**config.mk**
```make
export PLATFORM = sky130hd
export DESIGN_NAME = alu_multicycle
export DESIGN_NICKNAME = d
export VERILOG_FILES = /design/src/rtl/alu_pkg.sv /design/src/rtl/alu_slice.sv /design/src/rtl/alu_multicycle.sv
export SDC_FILE = /design/constraint.sdc
export NUM_CORES = 1
export LEC_CHECK = 0
export BUFFER_PORTS_ARGS = -buffer_cell sky130_fd_sc_hd__buf_2
export CAP_MARGIN = 20
export CORE_ASPECT_RATIO = 0.6
export CORE_UTILIZATION = 56
export CTS_CLUSTER_SIZE = 14
export DETAILED_ROUTE_END_ITERATION = 7
export PLACE_DENSITY_LB_ADDON = 0.08
export SLEW_MARGIN = 20
export SYNTH_ARGS = -nofsm -noshare
export SYNTH_HDL_FRONTEND = slang
export SYNTH_SLANG_ARGS = --single-unit
```
**constraint.sdc**
```tcl
create_clock -name clk -period 5 [get_ports clk]
set_clock_uncertainty 0.2 [all_clocks]
set_input_delay 0.5 -clock clk [delete_from_list [all_inputs] [get_ports clk]]
set_output_delay 0.5 -clock clk [all_outputs]
set_load 0.01 [all_outputs]
```
**src/rtl/alu_pkg.sv**
```systemverilog
// -----------------------------------------------------------------------------
// alu_pkg
// Shared types for the slice-serial ALU.
//   op_t    : operation encoding presented on the op input
//   state_t : control states of the multicycle sequencer
// -----------------------------------------------------------------------------
package alu_pkg;

  typedef enum logic [1:0] {
    OP_NOR = 2'b00,
    OP_XOR = 2'b01,
    OP_ADD = 2'b10,
    OP_SUB = 2'b11
  } op_t;

  typedef enum logic [1:0] {
    IDLE = 2'b00,
    BUSY = 2'b01,
    DONE = 2'b10
  } state_t;

  // Carry that seeds the least-significant slice of an operation.
  function automatic logic initial_carry(input op_t op, input logic cin);
    case (op)
      OP_ADD:  return cin;
      OP_SUB:  return 1'b1;   // two's complement: a + ~b + 1
      default: return 1'b0;
    endcase
  endfunction

endpackage

```
**src/rtl/alu_slice.sv**
```systemverilog
// -----------------------------------------------------------------------------
// alu_slice
// Combinational SLICE-bit ALU slice, reused every cycle by alu_multicycle.
// Ports:
//   a, b      : operand slices
//   cin       : carry into the slice LSB
//   op        : operation (op_t)
//   s         : slice result
//   cout      : carry out of the slice MSB (0 for NOR/XOR)
//   c_msb_in  : carry into the slice MSB (0 for NOR/XOR), used for overflow
// -----------------------------------------------------------------------------
module alu_slice
  import alu_pkg::*;
#(
  parameter int SLICE = 16
) (
  input  logic [SLICE-1:0] a,
  input  logic [SLICE-1:0] b,
  input  logic             cin,
  input  op_t              op,
  output logic [SLICE-1:0] s,
  output logic             cout,
  output logic             c_msb_in
);

  logic [SLICE-1:0] b_eff;
  logic [SLICE:0]   sum;
  logic             arith;

  // NOTE: every signal driven in always_comb gets a default first, so no path
  // leaves it unassigned and no latch is inferred.
  always_comb begin
    arith    = op[1];
    b_eff    = (op == OP_SUB) ? ~b : b;
    sum      = {1'b0, a} + {1'b0, b_eff} + {{SLICE{1'b0}}, cin};
    s        = sum[SLICE-1:0];
    cout     = arith & sum[SLICE];
    // The carry into a bit equals sum ^ a ^ b at that bit; this avoids a
    // second (SLICE-1)-bit adder and also works for SLICE == 1.
    c_msb_in = arith & (sum[SLICE-1] ^ a[SLICE-1] ^ b_eff[SLICE-1]);
    case (op)
      OP_NOR:  s = ~(a | b);
      OP_XOR:  s = a ^ b;
      default: s = sum[SLICE-1:0];
    endcase
  end

endmodule

```
**src/rtl/alu_multicycle.sv**
```systemverilog
// -----------------------------------------------------------------------------
// alu_multicycle
// Slice-serial WIDTH-bit ALU: one SLICE-bit slice per clock with a registered
// carry between slices. Valid/ready on both sides; result, carry, zero and
// signed-overflow are published together when the last slice completes.
// Ports:
//   clk, rst            : clock, synchronous active-high reset
//   in_valid / in_ready : operation handshake (ready only in IDLE)
//   a, b, cin, op       : operands, carry-in (ADD only), operation
//   out_valid/out_ready : result handshake (valid only in DONE)
//   s, cout, zero, ovf  : result and flags, held until the next completion
// -----------------------------------------------------------------------------
module alu_multicycle
  import alu_pkg::*;
#(
  parameter int WIDTH = 64,
  parameter int SLICE = 16
) (
  input  logic             clk,
  input  logic             rst,
  input  logic             in_valid,
  output logic             in_ready,
  input  logic [WIDTH-1:0] a,
  input  logic [WIDTH-1:0] b,
  input  logic             cin,
  input  logic [1:0]       op,
  output logic             out_valid,
  input  logic             out_ready,
  output logic [WIDTH-1:0] s,
  output logic             cout,
  output logic             zero,
  output logic             ovf
);

  localparam int NS    = WIDTH / SLICE;
  localparam int CNT_W = (NS > 1) ? $clog2(NS) : 1;

  if (WIDTH % SLICE != 0) begin : g_width_check
    $error("alu_multicycle: WIDTH must be a multiple of SLICE");
  end

  state_t             state_q;
  logic [CNT_W-1:0]   cnt_q;
  logic [WIDTH-1:0]   a_q, b_q;
  op_t                op_q;
  logic               carry_q;
  // Working accumulator; s_q only changes on completion, so a partially
  // computed result never reaches the output.
  logic [WIDTH-1:0]   res_q, res_d;
  logic [WIDTH-1:0]   s_q;
  logic               cout_q, zero_q, ovf_q;

  logic [SLICE-1:0]   a_slice, b_slice, slice_s;
  logic               slice_cout, slice_c_msb;
  logic               last_slice;
  int                 base;

  always_comb begin
    base       = int'(cnt_q) * SLICE;
    a_slice    = a_q[base +: SLICE];
    b_slice    = b_q[base +: SLICE];
    res_d      = res_q;
    res_d[base +: SLICE] = slice_s;
    last_slice = (cnt_q == CNT_W'(NS - 1));
  end

  alu_slice #(.SLICE(SLICE)) u_slice (
    .a        (a_slice),
    .b        (b_slice),
    .cin      (carry_q),
    .op       (op_q),
    .s        (slice_s),
    .cout     (slice_cout),
    .c_msb_in (slice_c_msb)
  );

  // NOTE: sequential state uses non-blocking assignments only, so every
  // register samples pre-edge values regardless of statement order.
  always_ff @(posedge clk) begin
    if (rst) begin
      state_q <= IDLE;
      cnt_q   <= '0;
      a_q     <= '0;
      b_q     <= '0;
      op_q    <= OP_NOR;
      carry_q <= 1'b0;
      res_q   <= '0;
      s_q     <= '0;
      cout_q  <= 1'b0;
      zero_q  <= 1'b0;
      ovf_q   <= 1'b0;
    end else begin
      case (state_q)
        IDLE: begin
          if (in_valid) begin
            a_q     <= a;
            b_q     <= b;
            op_q    <= op_t'(op);
            carry_q <= initial_carry(op_t'(op), cin);
            cnt_q   <= '0;
            state_q <= BUSY;
          end
        end
        BUSY: begin
          res_q   <= res_d;
          carry_q <= slice_cout;
          cnt_q   <= cnt_q + 1'b1;
          if (last_slice) begin
            state_q <= DONE;
            s_q     <= res_d;
            cout_q  <= slice_cout;
            zero_q  <= (res_d == '0);
            // Both carries are 0 for NOR/XOR, so ovf is 0 there too.
            ovf_q   <= slice_cout ^ slice_c_msb;
          end
        end
        DONE: begin
          if (out_ready) state_q <= IDLE;
        end
        default: state_q <= IDLE;
      endcase
    end
  end

  assign in_ready  = (state_q == IDLE);
  assign out_valid = (state_q == DONE);
  assign s         = s_q;
  assign cout      = cout_q;
  assign zero      = zero_q;
  assign ovf       = ovf_q;

endmodule

```
# == Yosys cells after proc, flatten, opt, wreduce, memory -nomap -nowiden ==
# Cells that the tools add are included.
# totals
register_bits,266
word_cells,58
output_inout_bits,69
# op_classes
muxes,12
bitwise,9
shift,4
n_reduce_logical,8
addsub,4
eq_ne,10
# op_table
op,count
indexed part select 64 x 7 -> 16 bit,2
bitwise mux 64 bit,1
zero test 64 bit,1
variable shift 16 x 33 -> 64 bit (first input constant),1
indexed part select 16 x 33 -> 64 bit,1
negator 6 -> 33 bit,1
NOT 16 bit,2
case mux 16 bit (2 select lines),1
adder 16 x 16 -> 17 bit,1
adder 17 x 1 -> 17 bit,1
two-way mux 16 bit,1
bitwise OR 16 bit,1
XOR 16 bit,1
== test 2 bit (second input constant),5
two-way mux 2 bit,4
case mux 2 bit (3 select lines),1
AND reduction 2 bit,3
== test 2 x 1 -> 1 bit (second input constant),2
zero test 2 bit,2
!= test 2 bit (second input constant),2
case mux 1 bit (2 select lines),2
case mux 2 bit (2 select lines),1
AND reduction 3 bit,1
XOR 1 bit,3
5 further kinds,6

# == Depth between registers and ports, before layout ==
# depth
depth_word,9
mapped_depth,16
mapped_depth_nobuf,14

# == Cells and area by module ==
# From an unflattened synthesis, not the netlist that was laid out.
# hier_totals
hier_cells,1509
area_unflattened_um2,12757.2
# by_module_without_submodules
module,seq_area_each_um2,area_each_um2,instances,cells_each
alu_multicycle,5325.1,11023.1,1,1270
alu_slice,0.0,1734.2,1,239

# == Least setup slack after synthesis ==
# Ideal clock, no wire load.
# synth_timing
kind,reg2reg
from,reg cnt_q[1]
to,"reg zero_q, in the netlist zero"
path_stages_with_launch,17
path_slack_ns,0.492
setup_ns,0.084
t_required_ns,4.716
arrival_ns,4.223
period_less_slack_ns,4.508
cell_sequence,dfxtp_1 > clkbuf_1 > clkbuf_1 > mux4_2 > inv_1 > fa_1 > inv_1 > fa_1 > a21o_1 > a2111oi_2 > nor3_1 > a22o_1 > nor4_1 > nand4b_1 > a2111oi_2 > nand4_1 > o31ai_2
# synth_between
elab_chain_len,9
elab_cells_between_ends,17
# synth_lines
item,line,source
from (decl),alu_multicycle.sv:43,logic [CNT_W-1:0] cnt_q;
from (signal assigned),alu_multicycle.sv:107,cnt_q <= cnt_q + 1'b1;
indexed part select 64 x 7 -> 16 bit,alu_multicycle.sv:61,b_slice = b_q[base +: SLICE];
NOT 16 bit,alu_slice.sv:34,b_eff = (op == OP_SUB) ? ~b : b;
two-way mux 16 bit,alu_slice.sv:34,
adder 16 x 16 -> 17 bit,alu_slice.sv:35,"sum = {1'b0, a} + {1'b0, b_eff} + {{SLICE{1'b0}}, cin};"
adder 17 x 1 -> 17 bit,alu_slice.sv:35,
case mux 16 bit (2 select lines),alu_slice.sv:41,case (op)
indexed part select 16 x 33 -> 64 bit,alu_multicycle.sv:63,res_d[base +: SLICE] = slice_s;
bitwise mux 64 bit,alu_multicycle.sv:63,
zero test 64 bit,alu_multicycle.sv:112,zero_q <= (res_d == '0);
to (signal assigned),alu_multicycle.sv:112,
to (decl),alu_multicycle.sv:51,"logic cout_q, zero_q, ovf_q;"
# Several ways; a longest one is shown, not always the timed one.
# A chain may end at the register's enable or synchronous reset.

# == Worst setup path in the final report ==
# Same ends and word-level chain as after synthesis.

==> results.toml <==
[yosys]
synth_warnings = 0
avgSynthCellArea_um2 = 8.42
synth_cells = 1470
async_flop_share = 0
ys_seq_elements = 266
yosys.cell_types.count = 63
synth_ff_type = "dfxtp_1"
netlist_area_mm2 = 0.0124
synth_fp_nets = 1644
synth_enable_flop_cells = 0
ys_seq_area_frac = 0.430

[global_routing]
grt_pass1_wl_um = 58200
grt_pass1_vias = 10700
grt_max_degree = 109
grt_overflow = 0
antenna_found_initial = 1
grt_usage = 0.324

[finish]
seqCellArea_mm2 = 0.00533
fin_util = 0.703
fill_cells = 1710
drive_gt1_frac = 0.194
nets = 1844
finalNonFillerCells = 1965
post-route-cell-area_mm2 = 0.0150
syn2layout_area_growth_pct = 21.2
diodes = 0
multi_input_area_mm2 = 0.00648

[die]
pin_count = 204
core_mm2 = 0.0213
die_h_um = 117
initial_utilization = 0.580
rows = 41
die_w_um = 194
die_area_mm2 = 0.0227

[placed_design]
preCtsSetupSlack_ns = 0.557
dpl.cell_count = 1863
hpwl_um = 26000
gp_congestion = 0.935
placed_cell_area_mm2 = 0.0136
port_buffers = 203

[timing]
rsz0062_at_grt = "no"
worst_pin_slew_ns = 1.03
fin_setup_tns_ns = 0
slew_headroom = 0.311
hold_ws_ns = 0.00162
fmax_mhz = 217
period_share = 0.922
finalSetupViolCount = 0
min_period_ns = 4.61
finalMaxSlewViolations = 0
hold_viol_final = 0
setup_slack_ns = 0.391

[critical_path]
slowest_delay_ns = 0.52
cp-start-kind = "flop"
crit_chain = "buf_4, mux4_2, xnor2_1, ha_1, a21oi_1, nand2_1, o21ai_0, a211oi_1, buf_4, a22oi_1, nand4_1, a2111oi_2, nand4_1, o31ai_2"
crit_path_end_kind = "flop"
slowest_stage = "dfxtp_2"
worst_ep_arrival_time_ns = 4.87
worstSetupPathType = "flop to flop"
r2r-start = "cnt_q[1]"
worstPathRequired_ns = 5.26
rr_worst_depth = 14
worstPathMaxFanout = 19
rrSetupSlack_ns = 0.39
r2r-end = "zero"

[outcome]
status = "completed"

[drt]
ant_nets = 0
vias = 11600
viasPerCell = 5.91
wire_per_inst_um = 19.1
drtIter0Drc = 1320
drcViolationCount = 0
drtPass1Iterations = 5
drt-total-wl_um = 37500

[hold_path]
min_path_cells = 3
holdCritStartpoint = "b[0]"
hold_end = "b_q[0]"
hp-class = "input port to flop"

[job]
cap_violations = 0

[cts]
htreeDepth = 1
clockBufferDepth = 3
clk_pin_slew_worst_paths_ns = 0.07
clock_sinks = 266
ctsResizeCount = 0
cts_root_buffer = "clkbuf_16"
cts_buffers = 25
cts_tree = "yes"
clock_latency_ns = 0.55

[pwr]
ir_worst_vdd_mv = 0.274
totalPowerFinal_mw = 5.23
leakagePower_nw = 5.87
power.density_mw_per_mm2 = 348
[kinds of logic (layout without fill, tap and decap cells)]
logic type	Yosys count	after routing	synth area share
and+or+nand+nor	530	530	0.178
AOI/OAI and AO/OA	405	405	0.214
DFF	266	266	0.430
buffers and inverters	161	377	0.0497
muxes	43	43	0.0676
adders and majority gates	39	39	0.0406
xor gates and xnor gates	26	26	0.0195
[worst max-delay path by stage]
stage | depth (start not counted) | startpoint | slack [ns] | end
6_report | 14 | cnt_q[1] | 0.39 | zero
5_1_grt | 13 | cnt_q[0] | 0.21 | res_q[60]
4_1_cts | 13 | cnt_q[0] | 0.52 | res_q[60]
3_5_place_dp | 13 | cnt_q[0] | 0.56 | res_q[60]
3_3_place_gp | 14 | cnt_q[0] | 0.62 | zero
2_1_floorplan | 16 | cnt_q[1] | 0.49 | zero
[power breakdown]
group | internal, mW | total, mW | switching, mW
registers | 2.23 | 2.30 | 0.0735
logic | 0.369 | 0.954 | 0.585
clock network | 1.13 | 1.97 | 0.842
[synth_stat cells, types with 8 or more instances]
| cell | n | area share |
|---|---|---|
| dfxtp_1 | 266 | 0.43 |
| clkbuf_1 | 107 | 0.032 |
| nand3_1 | 10 | 0.0040 |
| buf_1 | 8 | 0.0024 |
| o21ai_0 | 15 | 0.0061 |
| a211oi_1 | 118 | 0.072 |
| a21oi_1 | 170 | 0.069 |
| nand2_1 | 304 | 0.092 |
| xnor2_1 | 20 | 0.014 |
| nor3_1 | 18 | 0.0073 |
| nor2_1 | 138 | 0.042 |
| inv_1 | 41 | 0.012 |
| nor4_1 | 14 | 0.0071 |
| a221oi_1 | 9 | 0.0064 |
| ha_1 | 37 | 0.037 |
| mux4_2 | 32 | 0.058 |
| nor2b_1 | 16 | 0.0081 |
| a22oi_1 | 45 | 0.027 |
[layer usage]
metal  track usage  vias up  routed length (um)
li1              -     5586                   -
met1         0.479     5441               17400
met2         0.471      523               15200
met3        0.0857       56                4170
met4        0.0714        2                 650
met5             0        -                  11
[registers in the layout, summed over array words and instances, names as in the netlist, 2 cells and up]
name / cells
state_q: 2
res_q: 64
b_q: 64
op_q: 2
a_q: 64
s: 64
cnt_q: 2
[critical path, delay by kind of cell, from the launching register on]
family          cells  cell delay [ns]
xor+xnor            1             0.16
fa+ha+maj           1             0.38
mux                 1             0.42
simple gates        3             0.47
flops               1             0.52
compound gates      6             1.79
buf+inv             2             0.56
[placed cells by master (no fill, tap or decap), types with 4 or more instances in the layout]
| cell | instances |
|---|---|
| nor2_1 | 138 |
| clkbuf_16 | 25 |
| clkbuf_1 | 4 |
| mux2_2 | 5 |
| nor3_1 | 16 |
| a221oi_1 | 9 |
| o21ai_0 | 15 |
| nand3_1 | 10 |
| a32oi_1 | 7 |
| nor4_1 | 14 |
| o22ai_1 | 4 |
| xnor2_1 | 20 |
| nand2b_1 | 6 |
| dfxtp_1 | 264 |
| buf_4 | 29 |
| nand2_1 | 303 |
| nor2b_1 | 15 |
| a22oi_1 | 45 |
| a211oi_1 | 118 |
| xor2_1 | 5 |
| mux4_2 | 32 |
| nand4_1 | 6 |
| inv_1 | 41 |
| mux2i_1 | 5 |
| buf_2 | 202 |
| dlygate4sd3_1 | 59 |
| ha_1 | 37 |
| clkbuf_8 | 8 |
| a21oi_1 | 170 |
[area by class of cell]
cell class	instances	share of cell area
clock buffer	36	0.0491
clock inverter	7	0.00700
inverter	42	0.0105
multi-input combinational	1043	0.432
sequential	266	0.355
tap	279	0.0233
timing repair buffer	292	0.123
[timing repair]
| item | 4_1_cts | 5_1_grt |
|---|---|---|
| buffers inserted | 0 | 0 |
| endpoints found under the hold margin | 59 | 0 |
| hold buffers | 59 | 0 |
No activity file was read; power rests on OpenSTA's default activity.
